==> src/rtl/mc_ctrl.sv <==
// mc_ctrl: multi-cycle control unit for the MIPS-lite datapath.
// Runs each instruction through FETCH/DECODE/EXEC/MEM/WB, drives the ifu
// PC-update controls, IR/regfile/ALU/data-memory controls, and counts
// retired instructions. An unsupported op/funct pair parks the unit in TRAP.
module mc_ctrl (
    input  logic        clk,
    input  logic        reset_n,
    input  logic        ins_valid,
    input  logic [5:0]  op,
    input  logic [5:0]  funct,
    input  logic        zero,
    output logic        ir_we,
    output logic        pc_we,
    output logic        npc_sel,
    output logic        jctl,
    output logic        reg_we,
    output logic        reg_dst,
    output logic        alu_src,
    output logic        ext_op,
    output logic [1:0]  alu_op,
    output logic        mem_we,
    output logic        mem_to_reg,
    output logic [2:0]  state,
    output logic        illegal,
    output logic [31:0] icount
);

    typedef enum logic [2:0] {
        FETCH  = 3'd0,
        DECODE = 3'd1,
        EXEC   = 3'd2,
        MEM    = 3'd3,
        WB     = 3'd4,
        TRAP   = 3'd7
    } state_t;

    localparam logic [1:0] ALU_ADD = 2'b00;
    localparam logic [1:0] ALU_SUB = 2'b01;
    localparam logic [1:0] ALU_OR  = 2'b10;
    localparam logic [1:0] ALU_LUI = 2'b11;

    state_t      state_r;
    state_t      next_state_s;
    logic [31:0] icount_r;
    logic        illegal_r;

    logic is_addu_s, is_subu_s, is_ori_s, is_lui_s;
    logic is_lw_s, is_sw_s, is_beq_s, is_j_s, is_legal_s;

    logic ir_we_s, pc_we_s, reg_we_s, mem_we_s;
    logic npc_sel_s, jctl_s, retire_s;

    // Instruction decode from the IR opcode and function fields.
    always_comb begin
        is_addu_s  = (op == 6'h00) && (funct == 6'h21);
        is_subu_s  = (op == 6'h00) && (funct == 6'h23);
        is_ori_s   = (op == 6'h0D);
        is_lui_s   = (op == 6'h0F);
        is_lw_s    = (op == 6'h23);
        is_sw_s    = (op == 6'h2B);
        is_beq_s   = (op == 6'h04);
        is_j_s     = (op == 6'h02);
        is_legal_s = is_addu_s | is_subu_s | is_ori_s | is_lui_s |
                     is_lw_s | is_sw_s | is_beq_s | is_j_s;
    end

    // Static datapath controls; only meaningful in EXEC/MEM/WB.
    always_comb begin
        reg_dst    = is_addu_s | is_subu_s;
        alu_src    = is_ori_s | is_lui_s | is_lw_s | is_sw_s;
        ext_op     = is_lw_s | is_sw_s | is_beq_s;
        mem_to_reg = is_lw_s;
        if (is_subu_s || is_beq_s) begin
            alu_op = ALU_SUB;
        end else if (is_ori_s) begin
            alu_op = ALU_OR;
        end else if (is_lui_s) begin
            alu_op = ALU_LUI;
        end else begin
            alu_op = ALU_ADD;
        end
    end

    // Next-state logic and state-gated enables for the instruction sequencer.
    always_comb begin
        next_state_s = state_r;
        ir_we_s      = 1'b0;
        pc_we_s      = 1'b0;
        reg_we_s     = 1'b0;
        mem_we_s     = 1'b0;
        npc_sel_s    = 1'b0;
        jctl_s       = 1'b0;
        retire_s     = 1'b0;
        case (state_r)
            FETCH: begin
                ir_we_s = ins_valid;
                pc_we_s = ins_valid;
                if (ins_valid) begin
                    next_state_s = DECODE;
                end else begin
                    next_state_s = FETCH;
                end
            end
            DECODE: begin
                if (is_j_s) begin
                    pc_we_s      = 1'b1;
                    jctl_s       = 1'b1;
                    retire_s     = 1'b1;
                    next_state_s = FETCH;
                end else if (!is_legal_s) begin
                    next_state_s = TRAP;
                end else begin
                    next_state_s = EXEC;
                end
            end
            EXEC: begin
                if (is_beq_s) begin
                    npc_sel_s    = 1'b1;
                    pc_we_s      = zero;
                    retire_s     = 1'b1;
                    next_state_s = FETCH;
                end else if (is_lw_s || is_sw_s) begin
                    next_state_s = MEM;
                end else begin
                    next_state_s = WB;
                end
            end
            MEM: begin
                if (is_sw_s) begin
                    mem_we_s     = 1'b1;
                    retire_s     = 1'b1;
                    next_state_s = FETCH;
                end else begin
                    next_state_s = WB;
                end
            end
            WB: begin
                reg_we_s     = 1'b1;
                retire_s     = 1'b1;
                next_state_s = FETCH;
            end
            TRAP: begin
                next_state_s = TRAP;
            end
            default: begin
                next_state_s = FETCH;
            end
        endcase
    end

    // Write enables drop the instant reset asserts, even mid-cycle.
    always_comb begin
        ir_we   = ir_we_s  & reset_n;
        pc_we   = pc_we_s  & reset_n;
        reg_we  = reg_we_s & reset_n;
        mem_we  = mem_we_s & reset_n;
        npc_sel = npc_sel_s;
        jctl    = jctl_s;
    end

    // Sequencer state register.
    always_ff @(posedge clk or negedge reset_n) begin
        if (!reset_n) begin
            state_r <= FETCH;
        end else begin
            state_r <= next_state_s;
        end
    end

    // Retired-instruction counter; wraps naturally at 32 bits.
    always_ff @(posedge clk or negedge reset_n) begin
        if (!reset_n) begin
            icount_r <= 32'd0;
        end else if (retire_s) begin
            icount_r <= icount_r + 32'd1;
        end else begin
            icount_r <= icount_r;
        end
    end

    // Sticky illegal flag, set together with entry into TRAP.
    always_ff @(posedge clk or negedge reset_n) begin
        if (!reset_n) begin
            illegal_r <= 1'b0;
        end else if (next_state_s == TRAP) begin
            illegal_r <= 1'b1;
        end else begin
            illegal_r <= illegal_r;
        end
    end

    assign state   = state_r;
    assign icount  = icount_r;
    assign illegal = illegal_r;

endmodule

==> config.mk <==
export PLATFORM = sky130hd
export DESIGN_NAME = mc_ctrl
export DESIGN_NICKNAME = d
export VERILOG_FILES = /design/src/rtl/mc_ctrl.sv
export SDC_FILE = /design/constraint.sdc
export NUM_CORES = 1
export LEC_CHECK = 0
export BUFFER_PORTS_ARGS = -buffer_cell sky130_fd_sc_hd__buf_4
export CORE_MARGIN = 5
export CORE_UTILIZATION = 40
export CTS_CLUSTER_SIZE = 24
export DETAILED_ROUTE_END_ITERATION = 7
export PLACE_DENSITY = 0.71
export SETUP_SLACK_MARGIN = 0.3
export SYNTH_ARGS = -nofsm -noshare
export SYNTH_HDL_FRONTEND = slang
export SYNTH_SLANG_ARGS = --single-unit
==> constraint.sdc <==
create_clock -name clk -period 4.5 [get_ports clk]
set_input_delay 0.9 -clock clk [delete_from_list [all_inputs] [get_ports clk]]
set_output_delay 0.9 -clock clk [all_outputs]
set_load 0.03 [all_outputs]
==> run metrics, run 1 <==
Hold/Removal Path Class reg -> reg; crit path capture type output pin; status complete, no violations; Initial Util 40.6%; IO buf count 63; register area share after synthesis 44.3%; crit-path max FO 6; pwr/cell area 397 nW/um^2; Worst EP required 3.60 ns; initial antenna violation count 0; area grow syn2layout 30.8%; row cnt 26; dpl hpwl 3350 um; clock sink count 36; Yosys Warn Count 0; Syn Area/Cell 10.4 sq um; crit path DAT 2.21 ns; Post-DP Area 2550 sq um; GRT Residual Overflow 0; Seq pwr share 40.9%; final setup violation count 0; Pleak 1.32 nW; Clock Skew 0.00553 ns; RePlAce Congestion 0.796; DP Cell Count 322; Routed Antenna Nets 0; die area 6610 sq um; Least-Margin Pin Slew 0.541 ns; Clock Path Buffers 2; cell repeated most along the worst path buf_4; Starting DRT DRC Count 67; Critical Path Source op[3]; Post-synth EDFFs 0; setup bufs post-CTS 0; vias in the first global route 1602; Power Internal 0.659 mW; Critical Setup Path Class in -> out; slowest CP cell nor4b_1; post-synthesis instance area 2030 sq um; Post-Layout Cell Count 330; Min-Delay Startpoint illegal; CTS tree done; CTS root buf clkbuf_8; number of fill cells in the layout 493; first-pass GRT wire length 7570 um; critical path, cell by cell buf_4 -> nor4b_1 -> nand2_1 -> nor2_1 -> mux2i_1 -> nor3b_1 -> buf_4; clock power share 26.1%; Final period util 69.0%; htree depth 2; FF+latch count, synth 36; Routed WL 4600 um; Tot Pwr 1.05 mW; Switching Share 37.5%; CTS resizes 0; clock-pin slew on the worst setup and hold paths 0.06 ns; hold slack 0.483 ns; die width 81.3 um; max-cap viol count 0; crit-path max cell delay 0.43 ns; # diodes 0; Max Slew Vio Count 0; Routed WL per cell 13.9 um; gr usage total 14.8%; FF-to-FF Start state[0]; Post-Layout Inst Area 2660 sq um; Gate power share 32.9%; Mapped Cells 196; Fin. Hold Viols 0; CP Launch Type primary input; setup TNS 0 ns; asr flop ratio synth 100%; Pre-antenna DRT Iters 4; DRC viols 0; fmax 322 MHz; Core Region 5010 sq um; CP bufs+invs 2; Mapped Nets 213; Die Y-Extent 81.3 um; TritonCTS Buffers 5; max_slew headroom 63.9%; CP delay by family, top simple AND/OR/NAND/NOR gates; total number of vias 1696; Final #Nets 276; hold buffers post-CTS 0; share of post-route cells with drive strength above 1 33.8%; peak supply drop 239 uV; largest net degree at the start of global routing 41; Sw Pwr 0.396 mW; Via density 5.14; min cycle time layout 3.11 ns; Ports 64; Top FF cell, synth dfrtp_1; RSZ-0062 raised after global routing false; Clock Latency Late Sink 0.29 ns; Synth cell types 40
## area by class of cell
class                           instances  area [sq um]  area share [%]
Clock buffer                            6          72.6            2.73
Multi-Input combinational cell        152          1080            40.8
Tap cell                               70          87.6            3.30
Inverter                                1          3.75           0.141
Timing Repair Buffer                   63           473            17.8
Sequential cell                        36           901            33.9
Clock inverter                          2          35.0            1.32
## through the flow
| stage | setup slack [ns] | util, % |
|---|---|---|
| after floorplan | 1.27 | - |
| after global placement | 1.40 | 50.9 |
| after detailed placement | 1.41 | 50.9 |
| after CTS | 1.39 | 53.0 |
| after global routing | 1.24 | 53.0 |
| final | 1.39 | 53.0 |
## power groups by stage
stage	sequential (mW)	combinational (mW)	clock, mW
after CTS	0.431	0.349	0.286
after floorplan	0.469	0.213	0
after detailed placement	0.437	0.349	0
final	0.431	0.347	0.276
after global placement	0.437	0.347	0
after global routing	0.441	0.374	0.303
## cells in the mapped netlist, types with 2 or more instances
cell type	count	area (sq um)
dfrtp_1	36	901
xor2_1	29	254
nand2_1	22	82.6
nor3_1	14	70.1
nor2_1	13	48.8
nand3_1	11	55.1
nor4_2	8	100
nand4_1	5	31.3
nor4b_1	5	43.8
nor4b_2	5	75.1
and3_1	4	25.0
clkbuf_1	4	15.0
nor2b_1	4	25.0
nor3b_1	4	30.0
a21oi_1	2	10.0
buf_6	2	22.5
nand2b_1	2	12.5
nand3b_1	2	15.0
o21ai_0	2	10.0
xnor2_1	2	17.5
## cell usage in the layout (no fill, tap or decap), types with 2 or more instances in the layout
cell and instances:
nor4b_1 5, nand2b_1 2, clkbuf_8 5, and3_1 4, nor4_2 8, o21ai_0 2, nor3_1 14, xnor2_1 2
dfrtp_1 36, a21oi_1 2, nor4b_2 5, nand2_1 22, buf_4 63, nand3_1 11, xor2_1 29, nor2b_1 4
nand4_1 5, nor2_1 13, nor3b_1 4, nand3b_1 2
## path summary, 6_finish.rpt
| check | endpoint | slack (ns) | depth (start not counted) |
|---|---|---|---|
| hold / removal | illegal | 0.48 | 1 |
| max in group asynchronous | icount[28] | 3.60 | 1 |
| hold reg to reg | illegal | 0.48 | 1 |
| min in group asynchronous | icount[5] | 0.56 | 1 |
| setup / recovery | pc_we | 1.39 | 7 |
| setup reg to reg | icount[13] | 2.37 | 5 |
## layer usage
metal	routed length [um]	part of all wire [%]	GRT usage, %	vias up
met5	0	0	0	-
met4	75	1.6	6.76	0
met3	319	6.9	4.88	6
met2	2140	47	23.3	59
met1	2060	45	18.3	801
li1	-	-	-	830
## flip-flops by register name, summed over array words and instances, names as in the netlist
signal / flops
icount: 32
illegal: 1
state: 3
## cells by family after synthesis
logic type               after synthesis  share of synthesized area, %
buffers and inverters                  8                          2.28
multiplexers                           2                          1.05
adder cells (fa/ha/maj)                1                         0.616
XOR/XNOR                              31                          13.4
flip-flops                            36                          44.3
AND/OR/NAND/NOR                      106                          33.4
AO/OA/AOI/OAI                         12                          4.99
Power figures use the tool's default switching activity.
==> inputs of run 2 (changes only) <==
==> constraint.sdc (replaced) <==
create_clock -name clk -period 3.1 [get_ports clk]
set_input_delay 0.62 -clock clk [delete_from_list [all_inputs] [get_ports clk]]
set_output_delay 0.62 -clock clk [all_outputs]
set_load 0.03 [all_outputs]
==> run 2 against run 1 <==
Against the previous run:
- first-iteration DRC count up 7.5%
- via count down 0.35%
- clock skew up 0.0019 ns
- hold slack worse by 0.060 ns
- wire length up 5.6%
- sequential cell count unchanged
- highest routed layer unchanged
- design area down 0.85%
==> run metrics, run 2 (synthesis gave the netlist of run 1 again) <==
final setup violation count 0 (unchanged); Least-Margin Pin Slew 0.552 ns (+0.0116 ns); CTS root buf clkbuf_8; Largest register FFs 32 (unchanged); Critical Path Source op[3]; die width 81.3 um (unchanged); Pleak 1.31 nW (-0.71%); Gate power share 35.0% (+2.1 points); initial antenna violation count 0 (unchanged); Initial Util 40.6% (unchanged); total number of vias 1690 (-0.35%); first-pass GRT wire length 7890 um (+4.2%); Clock Latency Late Sink 0.28 ns (about the same); slowest CP cell nor4b_1; Worst EP required 2.48 ns (-1.12 ns); Hold/Removal Path Class in -> async; Via density 5.12 (-0.35%); Stages on worst setup path 7 (unchanged); crit path DAT 2.01 ns (-0.20 ns); Worst Setup EP pc_we; RePlAce Congestion 0.832 (+4.5%); Starting DRT DRC Count 72 (+7.5%); RSZ-0062 raised after global routing false; Routed WL 4860 um (+5.6%); Final period util 84.9%; # diodes 0 (unchanged); largest net degree at the start of global routing 37 (-9.8%); peak supply drop 355 uV (+49%); CP Launch Type primary input; commonest non-fill, non-tap cell in the layout buf_4; Clock Skew 0.00743 ns (+0.00190 ns); gr usage total 15.6% (+0.76 points); DP Cell Count 323 (+0.31%); Post-Layout Inst Area 2640 sq um (-0.85%); Tot Pwr 1.44 mW (+37%); Max Slew Vio Count 0 (unchanged); IO buf count 63 (unchanged); CP delay by family, top simple AND/OR/NAND/NOR gates; Ports 64 (unchanged); crit-path max FO 6 (unchanged); FF-to-FF setup slack 0.95 ns (-1.42 ns); Sw Pwr 0.572 mW (+45%); clock-pin slew on the worst setup and hold paths 0.07 ns (about the same); Post-DP Area 2560 sq um (+0.29%); Routed WL per cell 14.7 um (+5.6%); pwr/cell area 548 nW/um^2 (+38%); CTS resizes 0 (unchanged); Switching Share 39.6% (+2.1 points); sequential cell area 901 sq um (unchanged); Post-Layout Cell Count 330 (unchanged); Routed Antenna Nets 0 (unchanged); Core Region 5010 sq um (unchanged); dpl hpwl 3560 um (+6.2%); TritonCTS Buffers 5 (unchanged); crit-path max cell delay 0.46 ns (+0.03 ns); htree depth 2 (unchanged); die area 6610 sq um (unchanged); setup TNS 0 ns (unchanged); crit path capture type output pin; area grow syn2layout 29.7%; vias in the first global route 1612 (+0.62%); Seq pwr share 43.7% (+2.8 points); row cnt 26 (unchanged); Clock Path Buffers 2 (unchanged); Pre-antenna DRT Iters 4 (unchanged); R2R depth 5 (unchanged); cell repeated most along the worst path buf_4; CP bufs+invs 2 (unchanged); Critical Setup Path Class in -> out; Power Internal 0.871 mW (+32%); max_slew headroom 63.1% (-0.78 points); GRT Residual Overflow 0 (unchanged); worst reg2reg endpoint icount[16]; Fin. Hold Viols 0 (unchanged); setup bufs post-CTS 0 (unchanged); CTS tree done; critical path, cell by cell buf_4 -> nor4b_1 -> nand2_1 -> nor2_1 -> mux2i_1 -> nor3b_1 -> buf_4; clock power share 21.4% (-4.7 points); fmax 380 MHz; share of post-route cells with drive strength above 1 33.8% (unchanged); DRC viols 0 (unchanged); clock sink count 36 (unchanged); min cycle time layout 2.63 ns; Util after Layout 52.6% (-0.45 points); max-cap viol count 0 (unchanged); Final #Nets 277 (+0.36%); FF-to-FF Start state[0]; status complete, no violations; hold buffers post-CTS 0 (unchanged); multi-input logic area 1080 sq um (unchanged); commonest cells after routing, fill and taps aside 64 x buf_4, 36 x dfrtp_1, 29 x xor2_1; number of fill cells in the layout 502 (+1.8%); Die Y-Extent 81.3 um (unchanged)
==> run 2: cell types whose count changed in the layout (fill, tap and decap cells not counted), sizes merged <==
| cell | before | now |
|---|---|---|
| buf | 63 | 64 |
| bufinv | 1 | 0 |
==> run 2: final cells by class <==
cell class                 count  area share [%]
multi-input combinational    152            41.2
sequential                    36            34.2
timing repair buffer          64            18.2
tap                           70            3.32
clock buffer                   6            2.75
clock inverter                 1           0.190
inverter                       1           0.142
==> run 2: layer usage <==
layer,vias up,global-route usage [%],part of all wire [%],wire length (um)
met5,-,0,0,0
met4,0,5.57,1.5,72
met3,6,5.43,8.5,411
met2,58,25.4,47,2290
met1,793,18.9,43,2090
li1,833,-,-,-
==> run 2: worst min path at each step <==
stage / startpoint / end / slack [ns]
final: reset_n / icount[13] / 0.42
after global routing: reset_n / icount[13] / 0.46
after CTS: reset_n / icount[9] / 0.43
after detailed placement: icount[31] / icount[31] / 0.47
after global placement: icount[31] / icount[31] / 0.46
after floorplan: reset_n / icount[0] / 0.32
==> run 2: stage by stage <==
stage	hold WS, ns	worst slack (ns)
6_report	0.423	0.469
4_1_cts	0.434	0.495
5_1_grt	0.457	0.312
3_5_place_dp	0.466	0.504
2_1_floorplan	0.324	0.429
3_3_place_gp	0.459	0.565
==> run 2: power groups by stage <==
stage / combinational [mW] / sequential [mW] / clock, mW
4_1_cts: 0.510 / 0.629 / 0.319
2_1_floorplan: 0.309 / 0.681 / 0
5_1_grt: 0.544 / 0.643 / 0.338
3_3_place_gp: 0.505 / 0.635 / 0
3_5_place_dp: 0.508 / 0.638 / 0
6_report: 0.505 / 0.630 / 0.308
==> run 2: worst register-to-register path, delay by kind of cell (launching register included) <==
kind | cells | cell delay (ns)
AO/OA/AOI/OAI | 2 | 0.67
XOR/XNOR | 1 | 0.17
flip-flops | 1 | 0.62
AND/OR/NAND/NOR | 2 | 0.62
==> inputs of run 3 (changes only) <==
==> constraint.sdc (replaced) <==
create_clock -name clk -period 2.6 [get_ports clk]
set_input_delay 0.52 -clock clk [delete_from_list [all_inputs] [get_ports clk]]
set_output_delay 0.52 -clock clk [all_outputs]
set_load 0.03 [all_outputs]
==> run 3 against run 2 <==
Against the previous run:
- critical path depth unchanged
- design area up 2.8%
- total power up 24%
- cell count up 0.91%
- hold slack worse by 0.33 ns
- setup slack worse by 0.15 ns
- wire length down 1.3%
- largest power group unchanged
- sequential power up 16%
- highest routed layer unchanged
- combinational power up 28%
- core utilization up 1.4 points
==> run metrics, run 3 (synthesis gave the netlist of run 1 again) <==
status complete, no violations; Util after Layout 54.0% (+1.4 points); pwr/cell area 663 nW/um^2 (+21%); CTS tree done; dpl hpwl 3540 um (-0.58%); FF-to-FF setup slack 0.50 ns (-0.45 ns); routing usage on met3 4.43% (-1.0 points); Max Slew Vio Count 0 (unchanged); FF-to-FF Start state[1]; Clock Path Buffers 2 (unchanged); Fin. Hold Viols 0 (unchanged); htree depth 2 (unchanged); setup TNS 0 ns (unchanged); crit-path max cell delay 0.31 ns (-0.15 ns); Hold/Removal Path Class in -> async; commonest non-fill, non-tap cell in the layout buf_4; RSZ-0062 raised after global routing true; die area 6610 sq um (unchanged); row cnt 26 (unchanged); Starting DRT DRC Count 81 (+13%); area grow syn2layout 33.3%; max-cap viol count 0 (unchanged); IO buf count 63 (unchanged); Clock Skew 0.00451 ns (-0.00292 ns); peak supply drop 439 uV (+24%); R2R depth 4 (-1); Routed WL per cell 14.4 um (-2.2%); total number of vias 1731 (+2.4%); slowest CP cell nor4_4; crit path DAT 1.76 ns (-0.25 ns); TritonCTS Buffers 5 (unchanged); Final #Nets 280 (+1.1%); Core Region 5010 sq um (unchanged); gr usage total 15.1% (-0.48 points); RePlAce Congestion 0.813 (-2.3%); crit path capture type output pin; # diodes 0 (unchanged); GRT Residual Overflow 0 (unchanged); fmax 438 MHz; DRC viols 0 (unchanged); CP Launch Type primary input; global routing usage on met2 23.5% (-2.0 points); commonest cells after routing, fill and taps aside 67 x buf_4, 36 x dfrtp_1, 29 x xor2_1; Critical Setup Path Class in -> out; CTS root buf clkbuf_8; initial antenna violation count 0 (unchanged); Post-Layout Cell Count 333 (+0.91%); critical path, cell by cell buf_4 -> nor4_4 -> nand3b_1 -> o21bai_1 -> mux2i_1 -> nor3b_2 -> buf_4; Top Usage Layer GRT met2; Worst EP required 2.08 ns (-0.40 ns); vias in the first global route 1701 (+5.5%); clock-pin slew on the worst setup and hold paths 0.07 ns (about the same); final setup violation count 0 (unchanged); worst reg2reg endpoint icount[16]; share of post-route cells with drive strength above 1 36.5% (+2.7 points); crit-path max FO 5 (-1); die width 81.3 um (unchanged); Pleak 1.34 nW (+2.2%); Via density 5.20 (+1.5%); largest net degree at the start of global routing 33 (-11%); Routed WL 4790 um (-1.3%); met1 usage in global routing 20.2% (+1.3 points); Ports 64 (unchanged); Largest register FFs 32 (unchanged); Final period util 87.7%; Post-DP Area 2580 sq um (+0.73%); Tot Pwr 1.79 mW (+24%); max_slew headroom 72.2% (+9.1 points); first-pass GRT wire length 7860 um (-0.34%); min cycle time layout 2.28 ns; Routed Antenna Nets 0 (unchanged); Die Y-Extent 81.3 um (unchanged); cell repeated most along the worst path buf_4; Pre-antenna DRT Iters 4 (unchanged); Post-Layout Inst Area 2710 sq um (+2.8%); clock sink count 36 (unchanged); Initial Util 40.6% (unchanged); DP Cell Count 324 (+0.31%); Least-Margin Pin Slew 0.417 ns (-0.135 ns); number of fill cells in the layout 501 (-0.20%); Clock Latency Late Sink 0.28 ns (about the same)
run 3: cell type report:
type | count | area [sq um] | area share (%)
inverters | 1 | 3.75 | 0.139
well taps | 70 | 87.6 | 3.23
repair buffers | 67 | 503 | 18.6
flip-flops and latches | 36 | 901 | 33.3
multi-input cells | 152 | 1120 | 41.2
clock buffers | 7 | 96.3 | 3.56
run 3: where the power goes:
part / total [mW] / leakage, nW / internal, mW / switching (mW)
Clock: 0.419 / 0.0503 / 0.236 / 0.183
Combinational: 0.644 / 0.804 / 0.252 / 0.392
Sequential: 0.732 / 0.485 / 0.620 / 0.112
Total: 1.79 / 1.34 / 1.11 / 0.687
run 3: repair_timing:
action | CTS | global route
setup endpoints to repair | 1 | 2
buffers inserted | 0 | 2
pin swaps | 1 | 2
resized for setup | 2 | 1
hold buffers | 0 | 0
run 3: worst max-delay path by stage:
stage | startpoint | end | slack (ns) | cells after the start
detailed placement | op[2] | icount[13] | 0.22 | 6
global route | op[5] | pc_we | 0.23 | 7
finish | op[5] | pc_we | 0.32 | 7
floorplan | op[1] | pc_we | 0.41 | 5
CTS | op[1] | pc_we | 0.32 | 7
global placement | op[3] | pc_we | 0.27 | 7
run 3: per-stage QoR:
step / hold slack, ns / worst slack, ns
6_report: 0.0944 / 0.319
5_1_grt: 0.0981 / 0.233
4_1_cts: 0.0934 / 0.320
3_5_place_dp: 0.397 / 0.220
3_3_place_gp: 0.394 / 0.271
2_1_floorplan: 0.224 / 0.408
run 3: worst max-delay path, delay by kind of cell:
| kind | cells | cell delay (ns) |
|---|---|---|
| buffers and inverters | 2 | 0.32 |
| multiplexers | 1 | 0.09 |
| AO/OA/AOI/OAI | 1 | 0.17 |
| AND/OR/NAND/NOR | 3 | 0.66 |
run 3: per-layer routing:
metal  vias up  wire [um]
met4         0         26
met5         -          0
li1        837          -
met1       833       2130
met2        59       2290
met3         2        344
